`config.mk`:
```
export PLATFORM = sky130hd
export DESIGN_NAME = wb_timer
export DESIGN_NICKNAME = d
export VERILOG_FILES = /design/src/rtl/wb_timer_pkg.sv /design/src/rtl/wb_timer_prescaler.sv /design/src/rtl/wb_timer.sv
export SDC_FILE = /design/constraint.sdc
export NUM_CORES = 1
export LEC_CHECK = 0
export ABC_AREA = 1
export CAP_MARGIN = 20
export CORE_MARGIN = 4
export CORE_UTILIZATION = 34
export DETAILED_ROUTE_END_ITERATION = 12
export GPL_ROUTABILITY_DRIVEN = 0
export MAX_ROUTING_LAYER = met4
export PLACE_DENSITY = 0.62
export SETUP_SLACK_MARGIN = 0.1
export SYNTH_ARGS = -nofsm -noshare
export SYNTH_HDL_FRONTEND = slang
export SYNTH_HIERARCHICAL = 1
export SYNTH_SLANG_ARGS = --single-unit
```
`constraint.sdc`:
```
create_clock -name wb_clk_i -period 2.54 [get_ports wb_clk_i]
set_input_delay 0.508 -clock wb_clk_i [delete_from_list [all_inputs] [get_ports wb_clk_i]]
set_output_delay 0.508 -clock wb_clk_i [all_outputs]
set_load 0.02 [all_outputs]
```
`src/rtl/wb_timer_pkg.sv`:
```
// Shared definitions for the wb_timer machine timer: register word addresses,
// CTRL bit positions, reset constants and the byte-lane merge helper.
package wb_timer_pkg;

    localparam logic [2:0] ADDR_MTIME_LO    = 3'd0;
    localparam logic [2:0] ADDR_MTIME_HI    = 3'd1;
    localparam logic [2:0] ADDR_MTIMECMP_LO = 3'd2;
    localparam logic [2:0] ADDR_MTIMECMP_HI = 3'd3;
    localparam logic [2:0] ADDR_CTRL        = 3'd4;
    localparam logic [2:0] ADDR_PRESCALE    = 3'd5;

    localparam int CTRL_EN_BIT = 0;

    localparam logic [63:0] MTIMECMP_RESET = 64'hFFFF_FFFF_FFFF_FFFF;

    // Replace only the byte lanes whose select bit is set.
    function automatic logic [31:0] merge_lanes(input logic [31:0] old_val,
                                                input logic [31:0] new_val,
                                                input logic [3:0]  sel);
        logic [31:0] res;
        res = old_val;
        for (int i = 0; i < 4; i++) begin
            if (sel[i]) begin
                res[8*i +: 8] = new_val[8*i +: 8];
            end else begin
                res[8*i +: 8] = old_val[8*i +: 8];
            end
        end
        return res;
    endfunction

endpackage

```
`src/rtl/wb_timer_prescaler.sv`:
```
// Prescaler for wb_timer: counts 0..prescale_i while enabled and emits a
// one-cycle tick on the clock where the count wraps back to zero.
module wb_timer_prescaler
    import wb_timer_pkg::*;
#(
    parameter int WIDTH = 16
) (
    input  logic             clk_i,
    input  logic             rst_ni,
    input  logic             en_i,
    input  logic             clr_i,
    input  logic [WIDTH-1:0] prescale_i,
    output logic             tick_o
);

    logic [WIDTH-1:0] cnt_q;
    logic [WIDTH-1:0] cnt_d;

    assign tick_o = en_i & (cnt_q == prescale_i);

    // Next count: clear wins, wrap on tick, advance while enabled, else hold.
    always_comb begin
        cnt_d = cnt_q;
        if (clr_i) begin
            cnt_d = '0;
        end else if (tick_o) begin
            cnt_d = '0;
        end else if (en_i) begin
            cnt_d = cnt_q + WIDTH'(1);
        end else begin
            cnt_d = cnt_q;
        end
    end

    // Count register with synchronous active-low reset.
    always_ff @(posedge clk_i) begin
        if (!rst_ni) begin
            cnt_q <= '0;
        end else begin
            cnt_q <= cnt_d;
        end
    end

endmodule

```
`src/rtl/wb_timer.sv`:
```
// wb_timer: Wishbone B4 classic slave implementing a RISC-V style machine
// timer (64-bit mtime, 64-bit mtimecmp, prescaler, level interrupt).
// Optional build macro WB_TIMER_HI_LATCH_EN: a MTIME_LO read snapshots
// mtime[63:32] so the following MTIME_HI read is tear-free.
module wb_timer
    import wb_timer_pkg::*;
#(
    parameter int PRESCALE_WIDTH = 16,
    parameter int PRESCALE_RESET = 0
) (
    input  logic        wb_clk_i,
    input  logic        wb_rst_i,
    input  logic [2:0]  wb_adr_i,
    input  logic [31:0] wb_dat_i,
    input  logic [3:0]  wb_sel_i,
    input  logic        wb_we_i,
    input  logic        wb_cyc_i,
    input  logic        wb_stb_i,
    output logic [31:0] wb_dat_o,
    output logic        wb_ack_o,
    output logic        irq_o
);

    logic        access_s;
    logic        wr_s;
    logic        rd_s;
    logic        prescale_wr_s;
    logic        tick_s;
    logic [31:0] rdata_s;
    logic [31:0] mtime_hi_rd_s;

    logic        ack_q, ack_d;
    logic        irq_q, irq_d;
    logic [31:0] dat_q, dat_d;
    logic [63:0] mtime_q, mtime_d;
    logic [63:0] mtimecmp_q, mtimecmp_d;
    logic        en_q, en_d;
    logic [PRESCALE_WIDTH-1:0] prescale_q, prescale_d;
`ifdef WB_TIMER_HI_LATCH_EN
    logic [31:0] hi_shadow_q, hi_shadow_d;
`endif

    // A new access is only accepted while no ack is outstanding.
    assign access_s      = wb_cyc_i & wb_stb_i & ~ack_q;
    assign wr_s          = access_s & wb_we_i;
    assign rd_s          = access_s & ~wb_we_i;
    assign prescale_wr_s = wr_s & (wb_adr_i == ADDR_PRESCALE);

`ifdef WB_TIMER_HI_LATCH_EN
    assign mtime_hi_rd_s = hi_shadow_q;
`else
    assign mtime_hi_rd_s = mtime_q[63:32];
`endif

    wb_timer_prescaler #(
        .WIDTH (PRESCALE_WIDTH)
    ) u_prescaler (
        .clk_i      (wb_clk_i),
        .rst_ni     (wb_rst_i),
        .en_i       (en_q),
        .clr_i      (prescale_wr_s),
        .prescale_i (prescale_q),
        .tick_o     (tick_s)
    );

    // Read data mux over the register map; unmapped words read zero.
    always_comb begin
        rdata_s = 32'd0;
        case (wb_adr_i)
            ADDR_MTIME_LO:    rdata_s = mtime_q[31:0];
            ADDR_MTIME_HI:    rdata_s = mtime_hi_rd_s;
            ADDR_MTIMECMP_LO: rdata_s = mtimecmp_q[31:0];
            ADDR_MTIMECMP_HI: rdata_s = mtimecmp_q[63:32];
            ADDR_CTRL:        rdata_s = 32'(en_q);
            ADDR_PRESCALE:    rdata_s = 32'(prescale_q);
            default:          rdata_s = 32'd0;
        endcase
    end

    // Next-state: bus writes override the tick-driven mtime increment.
    always_comb begin
        ack_d      = access_s;
        dat_d      = rd_s ? rdata_s : dat_q;
        irq_d      = en_q & (mtime_q >= mtimecmp_q);
        mtime_d    = tick_s ? (mtime_q + 64'd1) : mtime_q;
        mtimecmp_d = mtimecmp_q;
        en_d       = en_q;
        prescale_d = prescale_q;
        if (wr_s) begin
            case (wb_adr_i)
                ADDR_MTIME_LO:
                    mtime_d = {mtime_q[63:32], merge_lanes(mtime_q[31:0], wb_dat_i, wb_sel_i)};
                ADDR_MTIME_HI:
                    mtime_d = {merge_lanes(mtime_q[63:32], wb_dat_i, wb_sel_i), mtime_q[31:0]};
                ADDR_MTIMECMP_LO:
                    mtimecmp_d = {mtimecmp_q[63:32], merge_lanes(mtimecmp_q[31:0], wb_dat_i, wb_sel_i)};
                ADDR_MTIMECMP_HI:
                    mtimecmp_d = {merge_lanes(mtimecmp_q[63:32], wb_dat_i, wb_sel_i), mtimecmp_q[31:0]};
                ADDR_CTRL:
                    en_d = wb_sel_i[0] ? wb_dat_i[CTRL_EN_BIT] : en_q;
                ADDR_PRESCALE:
                    prescale_d = PRESCALE_WIDTH'(merge_lanes(32'(prescale_q), wb_dat_i, wb_sel_i));
                default: ;
            endcase
        end else begin
            mtimecmp_d = mtimecmp_q;
        end
    end

`ifdef WB_TIMER_HI_LATCH_EN
    // Snapshot the upper half whenever the lower half is read.
    always_comb begin
        if (rd_s && (wb_adr_i == ADDR_MTIME_LO)) begin
            hi_shadow_d = mtime_q[63:32];
        end else begin
            hi_shadow_d = hi_shadow_q;
        end
    end
`endif

    // State registers with synchronous active-low reset.
    always_ff @(posedge wb_clk_i) begin
        if (!wb_rst_i) begin
            ack_q       <= 1'b0;
            dat_q       <= 32'd0;
            irq_q       <= 1'b0;
            mtime_q     <= 64'd0;
            mtimecmp_q  <= MTIMECMP_RESET;
            en_q        <= 1'b0;
            prescale_q  <= PRESCALE_WIDTH'(PRESCALE_RESET);
`ifdef WB_TIMER_HI_LATCH_EN
            hi_shadow_q <= 32'd0;
`endif
        end else begin
            ack_q       <= ack_d;
            dat_q       <= dat_d;
            irq_q       <= irq_d;
            mtime_q     <= mtime_d;
            mtimecmp_q  <= mtimecmp_d;
            en_q        <= en_d;
            prescale_q  <= prescale_d;
`ifdef WB_TIMER_HI_LATCH_EN
            hi_shadow_q <= hi_shadow_d;
`endif
        end
    end

    assign wb_dat_o = dat_q;
    assign wb_ack_o = ack_q;
    assign irq_o    = irq_q;

endmodule

```
==> summary.md, run 1 <==
| Metric | Value |
|---|---|
| Status | completed |
| Core area | 35700 um2 |
| H-tree Lvls | 4 |
| Width of the die | 199 um |
| Net Sw Frac | 27.0% |
| Clock power frac | 43.8% |
| Starting Density | 34.7% |
| Root buf cell | clkbuf_16 |
| CP peak stage delay | 0.35 ns |
| FMAX | 428 MHz |
| Hold EP | mtimecmp_q[8] |
| Critical Path Slowest Stage Cell | dfxtp_2 |
| Seq/Total Area, Yosys | 31.5% |
| Grt ovf | 0 |
| Initial DRT Pass Iterations | 6 |
| Clk buf depth | 2 |
| Cell count of the worst reg-to-reg path | 18 |
| Max transition margin | 54.3% |
| Worst-path clk slew | 0.08 ns |
| PD cells | 435 nW/um2 |
| RR Endpoint | mtime_q[49] |
| Worst Path Buf+Inv | 4 |
| Critical Path End Type | flop |
| Worst-Margin Slew | 0.680 ns |
| Port Buffers | 77 |
| Yosys top cell by area | dfxtp_1 |
| Clock skew after layout | 0.0180 ns |
| Layout area overhead | 22.0% |
| Reg2reg setup slack | 0.21 ns |
| CP delay by family, top | simple AND/OR/NAND/NOR gates |
| Vias in the first global route | 12900 |
| VDD IR max | 0.487 mV |
| Sw power | 1770 uW |
| Setup TNS | 0 ns |
| Hold depth | 2 |
| Clock latency at the later pin of the worst-skew pair | 0.48 ns |
| Yosys cell types | 44 |
| Commonest cells after routing, fill and taps aside | nand2_1 (409), inv_1 (261), a21oi_1 (186), dfxtp_1 (186), nor2_1 (138) |
| Final nets | 2131 |
| Int Pwr | 4800 uW |
| Worst hold path type | input pin to flop |
| First-pass GRT wire length | 72.4 mm |
| Flop pwr share | 47.8% |
| Yosys reg bits | 195 |
| Mapped cell area | 12400 um2 |
| CP Data Arrival Time | 2.70 ns |
| Post-synth top area share | 31.5% |
| Row cnt | 69 |
| MaxCap Viol Count | 0 |
| Num CTS Buffers | 17 |
| Hold Startpoint | wb_rst_i |
| Worst r2r src | u_prescaler/cnt_q[1] |
| CP required | 2.90 ns |
| Via Count | 13800 |
| Logic gate share of total power | 8.4% |
| Area contributors post-synth | dfxtp_1 (31%), nand2_1 (13%), inv_1 (8.1%) |
| XOR/XNOR share of the synthesized area | 1.41% |
| Drt wl/cell | 18.8 um |
| Final Cycle Share | 91.9% |
| Commonest non-fill, non-tap cell in the layout | nand2_1 |
| Die Height | 199 um |
| Vias per cell | 5.52 |
| Antenna diodes | 0 |
| Synthesized instance count | 1886 |
| Yosys warns | 6 |
| Finished Core Util | 42.3% |
| Mux share of post-synthesis cell area | 0% |
| Pin count of the biggest net entering global routing | 67 |
| Final antenna-violating net count | 0 |
| Post-synthesis compound-gate area fraction | 22.5% |
| Number of DRC markers in iteration 0 | 1539 |
| Slew Viols, Final | 0 |
| Share of post-route cells with drive strength above 1 | 11.2% |
| Most frequent CP cell | nand2_1 |
| Predominant post-synthesis flop cell | dfxtp_1 |
| Mean post-synth cell area | 6.57 um2 |
| CTS tree | done |
| CP startpoint kind | flop |
| RSZ-0062 raised after global routing | yes |
| Fill count | 3760 |
| Post-synthesis simple-gate area fraction | 27.1% |
| Crit Path Category | flop to flop |
| Largest family of logic cells by synthesized area | simple AND/OR/NAND/NOR gates |
| LEAKAGE | 0.00650 uW |
| CP Cell Sequence | inv_1 -> nand2_1 -> o21ai_0 -> inv_1 -> nand4_1 -> nor2_1 -> nand2_1 -> nor2_4 -> inv_2 -> buf_4 -> nor2_2 -> nand2_2 -> nor2_4 -> nand3_1 -> nand2_1 -> nand2_1 -> nand2_1 -> a21oi_1 |
| Drt total wl | 47.0 mm |
| Clock sink count | 195 |
| Post-synth EDFFs | 0 |
| GRT Overall Usage | 24.0% |
| Post-synthesis adder-cell area fraction | 6.66% |
| Final Setup Violations | 0 |
| Post-synth net total | 1996 |
| Die area | 39600 um2 |
| Fin. Hold Viols | 0 |
| Hold_ws | 0.403 ns |
| Synth async-reset ratio | 0% |
| DP HPWL | 36.2 mm |
| I/O pins | 78 |
| Initial antenna violation count | 0 |
| # DRC | 0 |
| CP max FO | 4 |
| Crit path time final | 2.33 ns |
cell families (layout without fill, tap and decap cells):
kind of cell / Yosys count / count (layout)
AND/OR/NAND/NOR: 781 / 781
flip-flops: 195 / 195
adder cells (fa/ha/maj): 66 / 66
AO/OA/AOI/OAI: 483 / 483
buffers and inverters: 341 / 489
XOR/XNOR: 20 / 20
cells in the mapped netlist, types with 3 or more instances:
| cell type | number |
|---|---|
| nor4_1 | 5 |
| o21ai_1 | 5 |
| a21oi_2 | 6 |
| nor2_1 | 154 |
| o221ai_1 | 19 |
| nand4_1 | 27 |
| nand2_1 | 418 |
| nand3_1 | 116 |
| nor3_1 | 23 |
| o21a_1 | 4 |
| a211oi_1 | 3 |
| xor2_1 | 19 |
| inv_2 | 9 |
| ha_1 | 66 |
| a21oi_1 | 186 |
| buf_2 | 24 |
| o211ai_1 | 67 |
| nand2_2 | 5 |
| o22ai_1 | 50 |
| inv_1 | 267 |
| a31oi_1 | 4 |
| buf_6 | 3 |
| o21ai_0 | 134 |
| buf_1 | 3 |
| nor2_2 | 12 |
| dfxtp_1 | 195 |
| clkbuf_1 | 33 |
| nor3_2 | 7 |
how the worst max path moves through the flow:
stage                  end  cells past startpoint                 start  slack (ns)
2_1_floorplan  mtime_q[46]                     19  u_prescaler/cnt_q[5]        0.35
3_3_place_gp   mtime_q[34]                     10           wb_adr_i[0]       -0.04
3_5_place_dp   mtime_q[34]                     10           wb_adr_i[0]        -0.1
4_1_cts        mtime_q[61]                     20  u_prescaler/cnt_q[5]        0.12
5_1_grt        mtime_q[50]                     19  u_prescaler/cnt_q[1]        0.03
6_report       mtime_q[49]                     18  u_prescaler/cnt_q[1]        0.21
flip-flops by register name (all words and copies together) (netlist names):
signal,cells
en_q,1
wb_ack_o,1
u_prescaler/cnt_q,16
mtime_q,64
irq_o,1
wb_dat_o,32
prescale_q,16
mtimecmp_q,64
power by group through the flow:
stage	Clock, uW	Combinational (uW)	Sequential, uW
6_report	2880	555	3140
2_1_floorplan	0	257	3210
4_1_cts	2910	546	3140
5_1_grt	3060	594	3150
3_3_place_gp	0	538	3210
3_5_place_dp	0	543	3210
final cells by class:
class                      instances  area, um2  area share (%)
inverter                         276       1040            6.87
tap                              461        577            3.81
clock inverter                    14        161            1.07
multi-input combinational       1350       7290            48.2
timing repair buffer             181       1700            11.2
clock buffer                      18        439            2.90
sequential                       195       3920            25.9
per-layer routing:
| metal | track usage, % | wire, um | vias up |
|---|---|---|---|
| met5 | - | 0 | - |
| met4 | 9.37 | 1920 | 0 |
| met3 | 3.95 | 3890 | 113 |
| met2 | 37.8 | 21400 | 698 |
| met1 | 31.1 | 19800 | 6358 |
| li1 | - | - | 6598 |
repair_timing:
action	4_1_cts	5_1_grt
hold buffers	0	0
gates resized for setup	5	55
pin swaps	2	15
setup buffers	1	7
gates cloned	0	0
setup endpoints to repair	15	46
stage by stage:
| step | power, uW | instance area [um2] | setup WS [ns] | instances |
|---|---|---|---|---|
| after floorplan | 3470 | 12400 | 0.348 | 1886 |
| after global placement | 3750 | 14300 | -0.0425 | 2455 |
| after detailed placement | 3760 | 14300 | -0.0994 | 2455 |
| after CTS | 6600 | 14900 | 0.123 | 2488 |
| after global routing | 6800 | 15100 | 0.0274 | 2495 |
| final | 6580 | 15100 | 0.206 | 2495 |
No activity file was read; power rests on OpenSTA's default activity.
==> run 2, diff against run 1 <==
- PLACE_DENSITY: 0.62 -> 0.59
- REMOVE_ABC_BUFFERS: unset -> 1
==> summary.md, run 2 (same netlist as run 1, synthesis figures left out) <==
| Metric | Value |
|---|---|
| Status | completed |
| H-tree Lvls | 4 (unchanged) |
| Clock power frac | 44.1% (+0.3 points) |
| Antenna diodes | 0 (unchanged) |
| Crit path time final | 2.32 ns (-0.0118 ns) |
| Post-Layout Cell Count | 2479 (-0.64%) |
| Port Buffers | 77 (unchanged) |
| Fin. Hold Viols | 0 (unchanged) |
| Starting Density | 34.7% (unchanged) |
| First-pass GRT wire length | 73.2 mm (+1.1%) |
| Via Count | 13600 (-1.1%) |
| Drt total wl | 47.2 mm (+0.48%) |
| PD cells | 442 nW/um2 (+1.6%) |
| Commonest cells after routing, fill and taps aside | nand2_1 (408), inv_1 (261), a21oi_1 (186) |
| Die Height | 199 um (unchanged) |
| LEAKAGE | 0.00640 uW (-1.6%) |
| Clock skew after layout | 0.0181 ns (+0.0000637 ns) |
| Width of the die | 199 um (unchanged) |
| CP max FO | 5 (+1) |
| Final nets | 2116 (-0.70%) |
| Initial antenna violation count | 0 (unchanged) |
| Flop pwr share | 47.6% (-0.2 points) |
| Worst hold path type | flop to flop |
| Num CTS Buffers | 17 (unchanged) |
| # DRC | 0 (unchanged) |
| CP required | 2.94 ns (+0.04 ns) |
| Commonest non-fill, non-tap cell in the layout | nand2_1 |
| Final antenna-violating net count | 0 (unchanged) |
| Sw power | 1730 uW (-2.3%) |
| Critical Path End Type | flop |
| CP Data Arrival Time | 2.72 ns (+0.02 ns) |
| VDD IR max | 0.437 mV (-10%) |
| Worst setup margin | 0.217 ns (+0.0118 ns) |
| Clock latency at the later pin of the worst-skew pair | 0.46 ns (-0.02 ns) |
| Final Cycle Share | 91.4% (-0.46 points) |
| Int Pwr | 4870 uW (+1.5%) |
| Die area | 39600 um2 (unchanged) |
| MaxCap Viol Count | 0 (unchanged) |
| Initial DRT Pass Iterations | 8 (+2) |
| Slew Viols, Final | 0 (unchanged) |
| Final Setup Violations | 0 (unchanged) |
| Vias per cell | 5.49 (-0.50%) |
| Worst-Margin Slew | 0.529 ns (-0.151 ns) |
| DP HPWL | 36.4 mm (+0.47%) |
| CP startpoint kind | flop |
| CTS tree | done |
| Drt wl/cell | 19.1 um (+1.1%) |
| Logic gate share of total power | 8.3% (about the same) |
| Root buf cell | clkbuf_16 |
| Crit Path Category | flop to flop |
| Clock sink count | 195 (unchanged) |
| Worst-path clk slew | 0.07 ns (about the same) |
| FMAX | 431 MHz (+0.51%) |
| Core area | 35700 um2 (unchanged) |
| GRT Overall Usage | 24.3% (+0.29 points) |
| Grt ovf | 0 (unchanged) |
| Max transition margin | 64.6% (+10 points) |
| Pre-CTS setup slack | -0.0255 ns (+0.0739 ns) |
| Clk buf depth | 2 (unchanged) |
| RSZ-0062 raised after global routing | yes |
| Hold_ws | 0.464 ns (+0.0613 ns) |
| I/O pins | 78 (unchanged) |
| Layout area overhead | 20.6% |
| Number of DRC markers in iteration 0 | 1458 (-5.3%) |
| Placed cells | 2444 (-0.45%) |
| Row cnt | 69 (unchanged) |
| Share of post-route cells with drive strength above 1 | 10.4% (-0.80 points) |
| Net Sw Frac | 26.2% (-0.75 points) |
| Vias in the first global route | 12900 (unchanged) |
| Pin count of the biggest net entering global routing | 55 (-18%) |
## run 2: per-layer routing
layer	track usage, %	part of all wire (%)
met4	8.41	3.2
met5	-	0
met2	39.3	47
met3	3.68	7.5
met1	31.2	43
## run 2: final cells by class
type,instances,area [um2]
clock inverters,11,153
flip-flops and latches,195,3920
repair buffers,166,1540
inverters,276,1040
clock buffers,20,447
multi-input cells,1350,7270
fillers,3814,20800
well taps,461,577
## run 2: worst paths after layout
kind | cells past startpoint | to | startpoint | slack, ns
worst min register to register | 2 | wb_dat_o[10] | wb_dat_o[10] | 0.46
worst max register to register | 18 | mtime_q[20] | u_prescaler/cnt_q[1] | 0.22
worst max-delay path | 18 | mtime_q[20] | u_prescaler/cnt_q[1] | 0.22
worst min-delay path | 2 | wb_dat_o[10] | wb_dat_o[10] | 0.46
## run 2: timing repair
action / 4_1_cts / 5_1_grt
endpoints found under the setup margin: 20 / 42
resized for setup: 4 / 53
pin swaps: 0 / 13
setup buffers: 0 / 4
hold buffers: 0 / 0
## run 2: through the flow
stage          setup TNS (ns)  cell area, um2  power (uW)  utilization, %
3_5_place_dp          -0.0593           14200        3760            39.7
2_1_floorplan          -13.33           12100        3430               -
4_1_cts                     0           14800        6630            41.4
3_3_place_gp          -0.0307           14200        3750            39.7
5_1_grt                     0           14900        6800            41.8
6_report                    0           14900        6610            41.8
## run 2: critical path: stages (launching register included)
cell and delay, ns:
dfxtp_1 0.37, inv_1 0.06, nand2_1 0.08, o21ai_0 0.09, inv_1 0.06, nand4_1 0.07
nor2_1 0.12, nand2_1 0.09, nor2_4 0.18, inv_4 0.07, nor2_4 0.11, nand2_4 0.10
nor2_4 0.17, buf_6 0.13, buf_12 0.10, nand4_1 0.09, a21oi_1 0.17, o21ai_1 0.07
a21oi_1 0.13
## run 2: power by group through the flow
stage	sequential [uW]	clock, uW	combinational, uW
3_3_place_gp	3220	0	536
6_report	3140	2910	551
4_1_cts	3140	2940	544
3_5_place_dp	3220	0	541
2_1_floorplan	3210	0	220
5_1_grt	3150	3060	596
==> run 3, diff against run 2 <==
- CORE_ASPECT_RATIO: unset -> 0.9
==> summary.md, run 3 (same netlist as run 1, synthesis figures left out) <==
| Metric | Value |
|---|---|
| Status | completed |
| CTS tree | done |
| Final instance area | 15100 um2 (+0.74%) |
| GRT Overall Usage | 24.3% (-0.052 points) |
| Worst-path clk slew | 0.07 ns (about the same) |
| DP HPWL | 36.9 mm (+1.2%) |
| Post-CTS Hold Buffers | 0 (unchanged) |
| Worst r2r src | mtime_q[31] |
| Starting Density | 34.3% (-0.33 points) |
| Final antenna-violating net count | 0 (unchanged) |
| Antenna diodes | 0 (unchanged) |
| Final nets | 2123 (+0.33%) |
| Clk buf depth | 2 (unchanged) |
| CP required | 2.85 ns (-0.09 ns) |
| Fin. Hold Viols | 0 (unchanged) |
| Clock sink count | 195 (unchanged) |
| Slew Viols, Final | 0 (unchanged) |
| DR WL met3 | 4.28 mm (+22%) |
| Placed cell area | 14300 um2 (+0.54%) |
| Grt ovf | 0 (unchanged) |
| # DRC | 0 (unchanged) |
| PD cells | 444 nW/um2 (+0.51%) |
| Die Height | 189 um (-4.9%) |
| Hold depth | 2 (unchanged) |
| VDD IR max | 0.410 mV (-6.1%) |
| MaxCap Viol Count | 0 (unchanged) |
| Number of DRC markers in iteration 0 | 1612 (+11%) |
| DRT met1 WL | 20.9 mm (+3.2%) |
| Row cnt | 66 (-4.3%) |
| Die area | 39600 um2 (about the same) |
| Commonest cells after routing, fill and taps aside | nand2_1 (409), inv_1 (262), dfxtp_1 (187) |
| Drt total wl | 47.8 mm (+1.2%) |
| Drt wl/cell | 19.1 um (+0.22%) |
| CP startpoint kind | flop |
| CP Data Arrival Time | 2.69 ns (-0.03 ns) |
| Vias in the first global route | 12800 (-0.67%) |
| RSZ-0062 raised after global routing | no |
| Num CTS Buffers | 17 (unchanged) |
| Share of post-route cells with drive strength above 1 | 10.5% (+0.11 points) |
| I/O pins | 78 (unchanged) |
| Reg2reg setup slack | 0.16 ns (-0.05 ns) |
| Clock skew after layout | 0.0152 ns (-0.00290 ns) |
| Root buf cell | clkbuf_16 |
| Worst hold path type | flop to flop |
| H-tree Lvls | 4 (unchanged) |
| RR Endpoint | irq_o |
| Width of the die | 209 um (+5.2%) |
| Initial DRT Pass Iterations | 7 (-1) |
| Pin count of the biggest net entering global routing | 60 (+9.1%) |
| Port Buffers | 77 (unchanged) |
| Worst-Margin Slew | 0.501 ns (-0.0284 ns) |
| FMAX | 421 MHz (-2.2%) |
| LEAKAGE | 0.00648 uW (+1.3%) |
| Final Cycle Share | 93.5% (+2.1 points) |
| Cell count of the worst reg-to-reg path | 10 (-8) |
| CP Launch Point | mtime_q[31] |
| Crit path time final | 2.38 ns (+0.0527 ns) |
| Critical Path End Type | flop |
| WL met2 | 21.7 mm (-0.99%) |
| Top Layer Used | met4 |
| Layout area overhead | 21.5% |
| Core area | 36100 um2 (+0.97%) |
| Via Count | 13700 (+0.70%) |
| Crit path capture | irq_o |
| Final Setup Violations | 0 (unchanged) |
| First-pass GRT wire length | 74.9 mm (+2.3%) |
| Vias per cell | 5.48 (-0.23%) |
| Commonest non-fill, non-tap cell in the layout | nand2_1 |
| CP max FO | 6 (+1) |
| Crit Path Category | flop to flop |
| Initial antenna violation count | 0 (unchanged) |
| Setup TNS | 0 ns (unchanged) |
| Max transition margin | 66.4% (+1.8 points) |
| Clock latency at the later pin of the worst-skew pair | 0.45 ns (about the same) |
==> run 3: cell count changes in the layout (fill, tap and decap cells not counted), moves of 2 or more <==
cell	change
o21ai_1	+3
buf_4	+5
clkinv_2	+2
nand2_2	-2
dfxtp_2	-3
o21ai_0	-3
dfxtp_1	+3
==> run 3: area by class of cell <==
cell class                      count  area (um2)
Clock buffer                       19         443
Clock inverter                     13         181
Fill cell                        3785       21000
Inverter                          276        1040
Multi-Input combinational cell   1350        7270
Sequential cell                   195        3910
Tap cell                          476         596
Timing Repair Buffer              173        1610
==> run 3: worst min-delay path by stage <==
stage,from,to,slack (ns)
after floorplan,mtimecmp_q[6],mtimecmp_q[6],0.44
after global placement,wb_dat_o[26],wb_dat_o[26],0.46
after detailed placement,wb_dat_o[25],wb_dat_o[25],0.46
after CTS,wb_dat_o[5],wb_dat_o[5],0.47
after global routing,wb_dat_o[28],wb_dat_o[28],0.49
final,wb_dat_o[5],wb_dat_o[5],0.47
==> run 3: per-layer routing <==
metal / up-vias / global-route usage, %
li1: 6587 / -
met1: 6403 / 33.7
met2: 655 / 37.8
met3: 60 / 3.55
met4: 0 / 5.40
met5: - / -
==> run 3: stage by stage <==
stage | hold WS, ns | instances | util, % | worst slack, ns | total power, uW
2_1_floorplan | 0.443 | 1821 | - | -0.546 | 3430
3_3_place_gp | 0.455 | 2465 | 39.5 | -0.0127 | 3760
3_5_place_dp | 0.458 | 2465 | 39.5 | -0.0540 | 3760
4_1_cts | 0.470 | 2497 | 41.3 | 0.0933 | 6710
5_1_grt | 0.485 | 2502 | 41.7 | 0.0738 | 6900
6_report | 0.466 | 2502 | 41.7 | 0.165 | 6690
==> run 3: worst max-delay path, cell delays in order, from the launching register on <==
cell     delay (ns)
dfxtp_1        0.54
ha_1           0.31
a21oi_1        0.17
o21a_1         0.18
nand2_1        0.18
nor2_1         0.14
nand2_1        0.17
nand2_1        0.15
nand2_1        0.14
nand2_1        0.15
a21oi_1        0.10
==> run 3: report_power, final <==
part	leakage, uW	switching [uW]	internal [uW]	total, uW
clock network	0.000303	1310	1680	2990
registers	0.00158	49.4	3100	3140
logic	0.00460	358	199	557
==> run 3: repair_timing <==
item	in CTS	in global routing
gates resized for setup	3	53
setup buffers	0	5
cloned	0	0
endpoints found under the hold margin	0	0
endpoints found under the setup margin	21	47
pin swaps	0	12
